[src/rtl/echo_indication_input.sv]
// echo_indication_input: decodes tagged 96-bit pipe messages into "heard"
// indication calls through a two-entry ping-pong buffer. Messages whose tag
// is not HEARD_TAG are discarded and counted in a saturating drop counter.
module echo_indication_input #(
  parameter int unsigned HEARD_TAG = 1,
  parameter int unsigned DROP_W    = 16
) (
  input  logic              CLK,
  input  logic              RST,
  input  logic              pipe_enq__ENA,
  input  logic [95:0]       pipe_enq_v,
  output logic              pipe_enq__RDY,
  output logic              indication_heard__ENA,
  output logic [31:0]       indication_heard_meth,
  output logic [31:0]       indication_heard_v,
  input  logic              indication_heard__RDY,
  output logic [DROP_W-1:0] drop_count
);

  logic [1:0]        full;
  logic [31:0]       meth_q [2];
  logic [31:0]       v_q    [2];
  logic              wsel;
  logic              rsel;
  logic [DROP_W-1:0] drop_q;

  logic enq_take;
  logic deq_take;
  logic tag_heard;

  always_comb begin
    pipe_enq__RDY         = ~full[wsel];
    indication_heard__ENA = full[rsel];
    indication_heard_meth = full[rsel] ? meth_q[rsel] : '0;
    indication_heard_v    = full[rsel] ? v_q[rsel]    : '0;
    drop_count            = drop_q;
    tag_heard             = (pipe_enq_v[31:0] == 32'(HEARD_TAG));
    enq_take              = pipe_enq__ENA & ~full[wsel];
    deq_take              = full[rsel] & indication_heard__RDY;
  end

  // Simultaneous enqueue and dequeue always touch different entries: the
  // write entry is empty while the read entry is full.
  always_ff @(posedge CLK) begin
    if (RST) begin
      full      <= '0;
      meth_q[0] <= '0;
      meth_q[1] <= '0;
      v_q[0]    <= '0;
      v_q[1]    <= '0;
      wsel      <= 1'b0;
      rsel      <= 1'b0;
      drop_q    <= '0;
    end else begin
      if (enq_take && tag_heard) begin
        meth_q[wsel] <= pipe_enq_v[63:32];
        v_q[wsel]    <= pipe_enq_v[95:64];
        full[wsel]   <= 1'b1;
        wsel         <= ~wsel;
      end
      if (enq_take && !tag_heard && (drop_q != '1)) begin
        drop_q <= drop_q + DROP_W'(1);
      end
      if (deq_take) begin
        full[rsel] <= 1'b0;
        rsel       <= ~rsel;
      end
    end
  end

endmodule

[config.mk]
export PLATFORM = sky130hd
export DESIGN_NAME = echo_indication_input
export DESIGN_NICKNAME = d
export VERILOG_FILES = /design/src/rtl/echo_indication_input.sv
export SDC_FILE = /design/constraint.sdc
export NUM_CORES = 1
export LEC_CHECK = 0
export ABC_AREA = 1
export CORE_UTILIZATION = 54
export CTS_BUF_LIST = sky130_fd_sc_hd__clkbuf_8 sky130_fd_sc_hd__clkbuf_16
export CTS_CLUSTER_SIZE = 24
export DETAILED_ROUTE_END_ITERATION = 10
export PLACE_DENSITY = 0.86
export RECOVER_POWER = 50
export REMOVE_ABC_BUFFERS = 1
export SYNTH_ARGS = -nofsm -noshare
export SYNTH_HDL_FRONTEND = slang
export SYNTH_SLANG_ARGS = --single-unit
[constraint.sdc]
create_clock -name CLK -period 9.3 [get_ports CLK]
set_input_delay 1.86 -clock CLK [delete_from_list [all_inputs] [get_ports CLK]]
set_output_delay 1.86 -clock CLK [all_outputs]
set_load 0.005 [all_outputs]
==> out/metrics.cfg <==
[yosys]
synth_cells = 808
netlist_area_mm2 = 0.00756
synth-main-ff-cell = edfxtp_1
ys_types = 25
synthArstFlopShare_pct = 0
yosys.cell_count.top_type = inv_1
synth_top_area_cell = edfxtp_1
synth_top_cell_area_share_pct = 50.8
yosys_warnings = 0
synth-edff-count = 128
yosys_register_bits = 149
synth.area.top_cells = edfxtp_1, mux2_2, inv_1
synth_commonest_cells = inv_1, nand2_1, nor2_1, edfxtp_1, mux2_2
syn_area_per_cell_um2 = 9.36
seq_area_frac_synth_pct = 56.4

[die]
core_area_mm2 = 0.0135
die_area_mm2 = 0.0145
die_h_um = 120
row_count = 42
die_x_um = 120
ios = 182
start_util_pct = 56.2

[placement]
gp_congestion = 0.839
dp.cells = 1137
dp_hpwl_um = 10600
io_buffer_count = 181

[worst_setup_path]
slowest_stage = nand3_1
cp-endpoint = meth_q[1][1]$_SDFFCE_PN0P_
crit_arrival_ns = 5.96
cp_common_cell = nor2_1
reg2reg_depth = 6
r2r_end = meth_q[1][1]$_SDFFCE_PN0P_
startpoint = pipe_enq_v[5]
r2r-start = wsel$_SDFFE_PP0N_
cp-start-kind = primary input
critical_path_depth = 8
critPathKind = primary input to flip-flop
endpoint_kind = flip-flop
path_buf_inv = 1
crit_fanout = 64
r2r_slack_ns = 5.15
crit_chain = dlygate4sd3_1 > nor2_1 > nand2_1 > nor2_1 > nand2_1 > nor3_1 > nand3_1 > nor2_1
cp.required_ns = 9.47
slowest_delay_ns = 2.08
cp_top_family = simple AND/OR/NAND/NOR gates

[drt]
finalWirelength_um = 16700
antenna_left = 0
viasPerCell = 4.98
drt_iter0_drc = 594
drc = 0
wl_per_cell_um = 14.3
firstDrtPassIters = 5
dr_total_vias = 5820

[global_route]
use_met1_pct = 28.6
grt_pass1_wl_um = 26400
antenna_found_initial = 0
grt_pass1_vias = 5632
grt_util_all_layers_pct = 23.8
grt_overflow_total = 0
met3_usage_pct = 4.72
grt_use_met2_pct = 41.1
busiest_layer = met2
grt_start_max_net_pins = 66

[cts]
clk-insertion-delay-late_ns = 0.42
post_cts_resized = 0
clockBufferDepth = 2
path_clk_slew_ns = 0.06
cts.htree.levels = 4
cts_root_buffer = clkbuf_16
cts_tree = built
cts_hold_buf = 0
cts_made_buffers = 17
cts_setup_buffers = 0
cts_num_sinks = 149

[sta]
worstMarginPinSlew_ns = 3.04
slew-limit-headroom_pct = -103
hold_violations = 0
setup_viol = 0
rsz0062_at_grt = false
slew_violations = 196
fmax_mhz = 173
min_period_over_period_pct = 62.3
finClkSkew_ns = 0.00687
fin_crit_ns = 5.79
tns_ns = 0

[outcome]
outcome = complete, but fails checks
violations = max-capacitance violations, max-slew violations

[finish]
drive_above_1_share_pct = 12.5
fin_cells = 1169
layout.nets = 1081
area_growth_pct = 31.6
diodes = 0

[pwr]
peakVddDrop_v = 0.0000986
p_leak_nw = 4.48
power_density_mw_per_mm2 = 150

[run]
maxCapViolations = 3

[worst_hold_path]
hold_path_class = flip-flop to flip-flop

-- cells by family (layout without fill, tap and decap cells) --
kind of cell               after synthesis  in the layout  synth area share, %
and+or+nand+nor                        362            362                 20.3
buffers and inverters                  202            387                 11.2
DFF                                    149            149                 56.4
muxes                                   64             64                 9.53
AOI/OAI and AO/OA                       24             24                 1.64
xor gates and xnor gates                 6              6                0.695
adders and majority gates                1              1                0.165
-- final cells by class --
class	instances	area, um2
clock buffers	17	425
inverters	172	646
repair buffers	183	1830
well taps	176	220
clock inverters	15	138
fillers	956	3500
flip-flops and latches	149	4270
multi-input cells	457	2430
-- stage by stage --
stage / power [mW] / hold WS [ns] / cell area (um2) / util (%) / setup slack [ns]
final: 1.50 / 0.476 / 9950 / 74.0 / 3.51
after global routing: 1.54 / 0.504 / 9950 / 74.0 / 2.92
after CTS: 1.51 / 0.479 / 9990 / 74.3 / 4.66
after detailed placement: 0.860 / 0.470 / 9430 / 70.1 / 4.97
after global placement: 0.857 / 0.480 / 9430 / 70.1 / 5.03
after floorplan: 0.803 / 0.450 / 7360 / - / 3.40
-- worst min path at each step --
stage	start	endpoint	slack, ns	depth (start not counted)
floorplan	full[1]$_SDFF_PP0_	full[1]$_SDFF_PP0_	0.45	2
global placement	full[1]$_SDFF_PP0_	full[1]$_SDFF_PP0_	0.48	2
detailed placement	full[1]$_SDFF_PP0_	full[1]$_SDFF_PP0_	0.47	2
CTS	full[1]$_SDFF_PP0_	full[1]$_SDFF_PP0_	0.48	2
global route	full[1]$_SDFF_PP0_	full[1]$_SDFF_PP0_	0.50	2
finish	full[1]$_SDFF_PP0_	full[1]$_SDFF_PP0_	0.48	2
-- flip-flops by register name, summed over array words and instances (netlist names), named ones only --
register / cells
drop_count: 16
full: 2
meth_q: 64
rsel: 1
v_q: 64
wsel: 1
-- routing by layer --
layer  wire length, um  up-vias
li1                  -     2859
met1              6780     2680
met2              8290      241
met3              1100       40
met4               500        0
met5                 0        -
-- power breakdown --
part | internal (mW) | switching, mW
registers | 0.749 | 0.00706
clock network | 0.390 | 0.260
logic | 0.0503 | 0.0413
total | 1.19 | 0.308
-- tightest hold or removal path, cell delays in order (launching register included) --
cell and delay (ns):
dfxtp_1 0.30, inv_1 0.07, a21oi_1 0.06
-- layout by cell type (no fill, tap or decap), types with 10 or more instances in the layout --
cell type        netlist  routed
inv_1                171     172
nor2_2                25      25
dfxtp_1               21      20
clkdlybuf4s50_1        0     162
nand3_1               17      19
mux2_2                64      64
dlygate4sd3_1          0      19
nor2_1               149     149
clkbuf_16              0      17
a21oi_1               19      19
nand4_1               10      10
nand2_1              149     148
edfxtp_1             128     128
Power figures use the tool's default switching activity.
